==> src/rtl/eth_rx_frame_parser.sv <==
// Ethernet receive header parser: captures dst/src MAC and EtherType, optionally filters
// on EtherType, forwards the payload with one cycle of latency and counts good/dropped frames.
module eth_rx_frame_parser #(
   parameter bit          C_TYPE_FILTER_EN = 1'b0,
   parameter logic [15:0] C_TYPE_VALUE     = 16'h0800
) (
   input  logic        rx_mac_aclk,
   input  logic        rx_mac_reset,
   input  logic [7:0]  s_axis_tdata,
   input  logic        s_axis_tvalid,
   input  logic        s_axis_tlast,
   input  logic        s_axis_tuser,
   output logic        hdr_valid,
   output logic [47:0] hdr_dst_mac,
   output logic [47:0] hdr_src_mac,
   output logic [15:0] hdr_ethertype,
   output logic [7:0]  m_axis_tdata,
   output logic        m_axis_tvalid,
   output logic        m_axis_tlast,
   output logic        m_axis_tuser,
   output logic        runt_err,
   output logic [15:0] frame_cnt,
   output logic [15:0] drop_cnt
);

   localparam int unsigned IDX_W    = 4;
   localparam int unsigned LAST_HDR = 13;

   typedef enum logic [1:0] {S_HDR, S_PAYLOAD, S_DROP} state_t;

   state_t             state;
   logic [IDX_W-1:0]   idx;
   logic [47:0]        dst_sh;
   logic [47:0]        src_sh;
   logic [7:0]         type_hi_sh;
   logic [15:0]        type_c;
   logic               type_ok_c;

   // Byte 13 is checked in flight, so the EtherType is assembled from the shadow and the live byte.
   assign type_c    = {type_hi_sh, s_axis_tdata};
   assign type_ok_c = !C_TYPE_FILTER_EN || (type_c == C_TYPE_VALUE);

   function automatic logic [15:0] sat_inc(input logic [15:0] v);
      return (v == 16'hFFFF) ? v : v + 16'd1;
   endfunction

   always_ff @(posedge rx_mac_aclk or posedge rx_mac_reset) begin
      if (rx_mac_reset) begin
         state         <= S_HDR;
         idx           <= '0;
         dst_sh        <= '0;
         src_sh        <= '0;
         type_hi_sh    <= '0;
         hdr_valid     <= 1'b0;
         hdr_dst_mac   <= '0;
         hdr_src_mac   <= '0;
         hdr_ethertype <= '0;
         m_axis_tdata  <= '0;
         m_axis_tvalid <= 1'b0;
         m_axis_tlast  <= 1'b0;
         m_axis_tuser  <= 1'b0;
         runt_err      <= 1'b0;
         frame_cnt     <= '0;
         drop_cnt      <= '0;
      end else begin
         hdr_valid     <= 1'b0;
         runt_err      <= 1'b0;
         m_axis_tvalid <= 1'b0;
         m_axis_tlast  <= 1'b0;
         m_axis_tuser  <= 1'b0;
         if (s_axis_tvalid) begin
            case (state)
               S_HDR: begin
                  if (s_axis_tlast) begin
                     runt_err <= 1'b1;
                     drop_cnt <= sat_inc(drop_cnt);
                     idx      <= '0;
                  end else if (idx == IDX_W'(LAST_HDR)) begin
                     idx <= '0;
                     if (type_ok_c) begin
                        hdr_dst_mac   <= dst_sh;
                        hdr_src_mac   <= src_sh;
                        hdr_ethertype <= type_c;
                        hdr_valid     <= 1'b1;
                        state         <= S_PAYLOAD;
                     end else begin
                        state <= S_DROP;
                     end
                  end else begin
                     // Shifting in MSB-first leaves byte 0 / byte 6 in bits [47:40].
                     if (idx < IDX_W'(6))
                        dst_sh <= {dst_sh[39:0], s_axis_tdata};
                     else if (idx < IDX_W'(12))
                        src_sh <= {src_sh[39:0], s_axis_tdata};
                     else
                        type_hi_sh <= s_axis_tdata;
                     idx <= idx + IDX_W'(1);
                  end
               end
               S_PAYLOAD: begin
                  m_axis_tvalid <= 1'b1;
                  m_axis_tdata  <= s_axis_tdata;
                  m_axis_tlast  <= s_axis_tlast;
                  m_axis_tuser  <= s_axis_tlast & s_axis_tuser;
                  if (s_axis_tlast) begin
                     state <= S_HDR;
                     idx   <= '0;
                     if (s_axis_tuser)
                        drop_cnt <= sat_inc(drop_cnt);
                     else
                        frame_cnt <= sat_inc(frame_cnt);
                  end
               end
               S_DROP: begin
                  if (s_axis_tlast) begin
                     state    <= S_HDR;
                     idx      <= '0;
                     drop_cnt <= sat_inc(drop_cnt);
                  end
               end
               default: begin
                  state <= S_HDR;
                  idx   <= '0;
               end
            endcase
         end
      end
   end

endmodule

==> config.mk <==
export PLATFORM = sky130hd
export DESIGN_NAME = eth_rx_frame_parser
export DESIGN_NICKNAME = d
export VERILOG_FILES = /design/src/rtl/eth_rx_frame_parser.sv
export SDC_FILE = /design/constraint.sdc
export NUM_CORES = 1
export LEC_CHECK = 0
export CORE_ASPECT_RATIO = 0.6
export CORE_MARGIN = 8
export CORE_UTILIZATION = 40
export CTS_CLUSTER_SIZE = 10
export DETAILED_ROUTE_END_ITERATION = 8
export PLACE_DENSITY_LB_ADDON = 0.3
export SYNTH_ARGS = -nofsm -noshare
export SYNTH_HDL_FRONTEND = slang
export SYNTH_SLANG_ARGS = --single-unit
==> constraint.sdc <==
create_clock -name rx_mac_aclk -period 15.38 [get_ports rx_mac_aclk]
set_input_delay 3.076 -clock rx_mac_aclk [delete_from_list [all_inputs] [get_ports rx_mac_aclk]]
set_output_delay 3.076 -clock rx_mac_aclk [all_outputs]
set_load 0.05 [all_outputs]
**Yosys cells after proc, flatten, opt, wreduce, memory -nomap -nowiden**

Index checks and enable logic that the tools add are counted.

- Logic and storage cells: 78
- Input port bits: 13
- Flip-flop bits (word level): 267

- $lt $le $gt $ge: 2
- Multiplexer cells: 26
- Bitwise logic cells: 7
- Equal/unequal tests: 11
- Add/subtract/negate cells: 3
- Reductions and logical operators: 13

Operator list:

| cell | count |
|---|---|
| 16-bit two-way mux | 4 |
| 16-bit by 1-bit adder with 16-bit output, second input constant | 2 |
| 16-bit equality test, second input constant | 2 |
| 16-bit one-hot mux with 2 select lines | 1 |
| 5-bit AND reduction | 3 |
| 1-bit two-way mux | 13 |
| 4-bit two-way mux | 3 |
| 6-bit AND reduction | 2 |
| 2-bit != test, second input constant | 4 |
| 4-bit one-hot mux with 2 select lines | 1 |
| 4-bit AND reduction | 2 |
| 2-bit two-way mux | 3 |
| 1-bit inverter | 6 |
| 4-bit by 1-bit adder with 4-bit output, second input constant | 1 |
| 4-bit equality test, second input constant | 1 |
| 4-bit by 3-bit less-than comparator with 1-bit output, second input constant | 1 |
| 4-bit less-than comparator, second input constant | 1 |
| 2-bit by 1-bit != test with 1-bit output, second input constant | 2 |
| 2-bit one-hot mux with 2 select lines | 1 |
| 2-bit AND reduction | 2 |
| 2-bit OR reduction | 2 |
| 2-bit by 1-bit equality test with 1-bit output, second input constant | 1 |
| 2-bit equality test, second input constant | 1 |
| 2-bit logical NOT | 1 |
| 2 further kinds | 2 |

**Logic depth before layout (Yosys ltp)**

- Word-level depth: 5
- Depth in mapped cells: 6

**Worst setup path before layout**

No wires, ideal clock.

- Path type: input port to flip-flop
- Start: input port s_axis_tlast
- End: register src_sh[11]
- Path slack: 10928 ps
- Arrival: 4324 ps
- Required time: 15253 ps
- Library setup time: 127 ps
- Stages: 6
- Cell sequence: or3b_1 buf_2 a21oi_2 buf_6 buf_6 mux2_1

- Word-level cells in the longest chain between the ends: 2

Ends and longest elaborated chain:

| what | line | source |
|---|---|---|
| start, declared | 11 | `input logic s_axis_tlast,` |
| 1-bit inverter (no source line) | n/a |  |
| 6-bit AND reduction (no source line) | n/a |  |
| end signal, assigned | 94 | `src_sh <= {src_sh[39:0], s_axis_tdata};` |
| end, declared | 34 | `logic [47:0] src_sh;` |

No other way between the ends.
A chain may end at the register's enable or synchronous reset.

**Worst setup path in the final report**

- Start: input port s_axis_tvalid
- End: register hdr_ethertype[3]

- Word-level cells in the longest chain between the ends: 1

Ends and longest elaborated chain:

| what | line | source |
|---|---|---|
| start, declared | 10 | `input logic s_axis_tvalid,` |
| 4-bit AND reduction (no source line) | n/a |  |
| end signal, assigned | 83 | `hdr_ethertype <= type_c;` |
| end, declared | 16 | `output logic [15:0] hdr_ethertype,` |

No other way between the ends.

==> key figures <==
Timing
  • Fmax: about 0.19 GHz
  • Relative slew margins: 38.9%
  • Sum Neg Setup Slack: 0 ns
  • Final period utilization: between 30% and 40%
  • Setup Viol. Count Final: 0
  • Worst-Margin Slew: ~0.92 ns
  • Slew Viols, Final: 0
  • Setup ws final: 10.11 ns
  • Tmin final: 5.27 ns
  • RSZ-0062 raised after global routing: false
  • Hold Vio Cnt, Final: 0
  • Fin Clk Skew: 0.0101 ns

Floorplan
  • Die width: ~230 um
  • Site Rows: 46
  • Io pins: 170
  • CORE AREA: 26300 sq um
  • DIE AREA: approximately 32000 sq um
  • Die Y: 142 um
  • Initial core utilization: 40.4%

CTS
  • H-tree Lvls: 1
  • Root Buffer: clkbuf_16
  • Hold buffers post-CTS: 0
  • Count of cells resized by post-cts repair: 0
  • Sink Count: 266
  • CTS tree: done
  • Worst-path clk slew: 0.06 ns
  • Worst-Skew Late Latency: 0.55 ns
  • Inserted Clock Buffers: 30
  • CTS Buffer Depth: 3
  • Post-CTS setup buffer count: 0

Placement
  • DP Area: 12600 sq um
  • Port-buffer cells: approximately 170
  • Place WS: 9.54 ns
  • Post-DP HPWL: 15200 um
  • Gpl congestion: slightly below 0.8
  • Post-Place Cells: ~1.2k

Routing
  • Antenna-violating nets left: 0
  • Drt first pass iters: 4
  • DRC: 0
  • DR vias: 5847
  • Vias per cell: 4.85
  • DRT iter0 DRCs: roughly 430
  • Detailed-route wire length per cell: 18.9 um
  • Routed WL: 22800 um

Layout
  • FILL cells: 2249
  • Layout cells sized above 1: a little under a third
  • Post-route cell area: 13400 sq um
  • Nets: 859
  • Post-layout util: 51.0%
  • Post-Layout Cell Count: around 1.2k
  • Antenna cells: 0
  • P&R area growth vs syn: 26.2%

Logic synthesis
  • Post-synth EDFFs: 0
  • Cell Area, Synth: about 11000 sq um
  • Sequential fraction of the synthesis area: 62.6%
  • Warnings from Yosys: 0
  • Post-Syn Instances: 664
  • FF+latch count, synth: 266
  • Syn_area_per_cell: 16.0 sq um
  • Unique masters post-synth: 45
  • Post-synthesis async set-or-reset flop share: 100%
  • Post-Syn Nets: 679
  • Prevailing post-synth register cell: dfrtp_1

Critical path
  • Crit path DAT: 5.70 ns
  • Crit path capture type: flop
  • Crit-path cells: clkdlybuf4s50_1, nor3b_2, nand2_8, buf_4, mux2_4
  • Setup CP Type: in -> reg
  • Critical path data required time: 15.81 ns
  • Startpoint Class: input pin
  • CP max FO: 64
  • Reg-to-reg slack, setup: 12.75 ns
  • Critical path's largest stage delay: 0.57 ns
  • Worst path slowest cell: clkdlybuf4s50_1
  • Buf/Inv on CP: 2
  • Crit-path leading delay family: buffers and inverters

Run status
  • Status: finished, final reports clean

Global route
  • Largest net degree at the start of global routing: 131
  • All-Layer GR Usage: ~14%
  • Vias in the first global route: 6020
  • First-pass GRT wire length: ~36000 um
  • Initial antenna violation count: 0
  • Overflow after GRT: 0

Pwr
  • PwrDens: 115 nW/um^2
  • VDD IR max: 0.0695 mV
  • Leakage: ~6.5 nW

Hold path
  • Hold Path Class: reg -> reg

Job
  • Max-Cap Viols: 0
==> report_power, final <==
part / switching, mW / total (mW) / internal, mW / leakage (nW)
sequential: 0.0461 / 0.802 / 0.756 / 3.59
combinational: 0.0714 / 0.133 / 0.0619 / 2.53
clock: 0.259 / 0.602 / 0.342 / 0.382
total: 0.377 / 1.54 / 1.16 / 6.50
==> path summary, 6_finish.rpt <==
path,from,endpoint,cells after the start
setup / recovery,s_axis_tvalid,hdr_ethertype[3],5
hold / removal,frame_cnt[7],frame_cnt[7],1
min in group asynchronous,rx_mac_reset,hdr_dst_mac[45],2
setup reg to reg,idx[2],hdr_ethertype[3],5
hold reg to reg,frame_cnt[7],frame_cnt[7],1
max in group asynchronous,rx_mac_reset,frame_cnt[2],3
==> cells in the final DEF (no fill, tap or decap), drive strengths merged, types with 2 or more instances in the layout <==
cell type	synthesis	final
nand2	16	16
and4	5	5
xor2	20	20
o21a	2	2
mux2	228	228
a21oi	9	9
nor3b	5	5
nor4	7	7
nor2	5	5
nor3	8	8
o21ai	7	7
clkdlybuf4s50	0	169
buf	23	5
inv	6	6
xnor2	6	6
a211oi	3	3
ha	2	2
dfrtp	266	266
nand3	8	8
nand4	13	13
and2	3	3
clkbuf	3	31
nand2b	2	2
clkinv	0	2
and3	5	5
==> final cells by class <==
cell class	instances	area, sq um	share of cell area, %
Timing Repair Buffer	174	1730	12.9
Clock inverter	2	21.3	0.158
Multi-Input combinational cell	366	3780	28.2
Sequential cell	266	6660	49.6
Inverter	6	30.0	0.224
Clock buffer	31	754	5.62
Tap cell	360	450	3.36
==> cells by family (layout without fill, tap and decap cells) <==
group,after synthesis,count (layout),synth area share [%]
DFF,266,266,62.6
buffers and inverters,32,213,2.09
AOI/OAI and AO/OA,28,28,1.65
and+or+nand+nor,82,82,4.75
adders and majority gates,2,2,0.235
muxes,228,228,26.6
xor gates and xnor gates,26,26,2.14
==> worst reg2reg max path, stage by stage (launching register included) <==
cell and delay (ns):
dfrtp_1 0.44, nand2_2 0.12, nor3b_4 0.45, nand2_8 0.44
buf_4 0.63, mux2_4 0.44
==> per-layer routing <==
metal | GRT usage [%] | vias up | wire (um)
met3 | 4.20 | 31 | 1510
li1 | - | 2728 | -
met4 | 3.08 | 0 | 349
met2 | 19.9 | 125 | 9470
met5 | 0 | - | 0
met1 | 21.0 | 2963 | 11400
==> metrics by stage <==
step	hold WS (ns)	total power, mW
after global placement	0.486	0.945
final	0.498	1.54
after global routing	0.510	1.61
after CTS	0.502	1.56
after detailed placement	0.489	0.949
after floorplan	0.471	0.897
==> registers in the layout, summed over array words and instances (netlist names), 8 cells and up <==
| name | cells |
|---|---|
| drop_cnt | 16 |
| dst_sh | 48 |
| frame_cnt | 16 |
| hdr_dst_mac | 48 |
| hdr_ethertype | 16 |
| hdr_src_mac | 48 |
| m_axis_tdata | 8 |
| src_sh | 48 |
| type_hi_sh | 8 |
==> Yosys cell counts, types with 5 or more instances <==
| library cell | instances | share of area [%] |
|---|---|---|
| nor2_1 | 5 | 0.18 |
| dfrtp_1 | 266 | 63 |
| nor4_1 | 6 | 0.35 |
| and4_1 | 5 | 0.41 |
| mux2_1 | 20 | 2.1 |
| xnor2_1 | 6 | 0.49 |
| buf_6 | 11 | 1.2 |
| nand2_1 | 14 | 0.49 |
| nor3_1 | 7 | 0.33 |
| xor2_1 | 20 | 1.6 |
| mux2_4 | 69 | 9.7 |
| and3_1 | 5 | 0.29 |
| o21ai_0 | 7 | 0.33 |
| inv_1 | 6 | 0.21 |
| mux2_2 | 139 | 15 |
| nand4_1 | 13 | 0.76 |
| a21oi_1 | 8 | 0.38 |
| nand3_1 | 8 | 0.38 |
| buf_2 | 10 | 0.47 |
(Power assumes the default switching activity.)
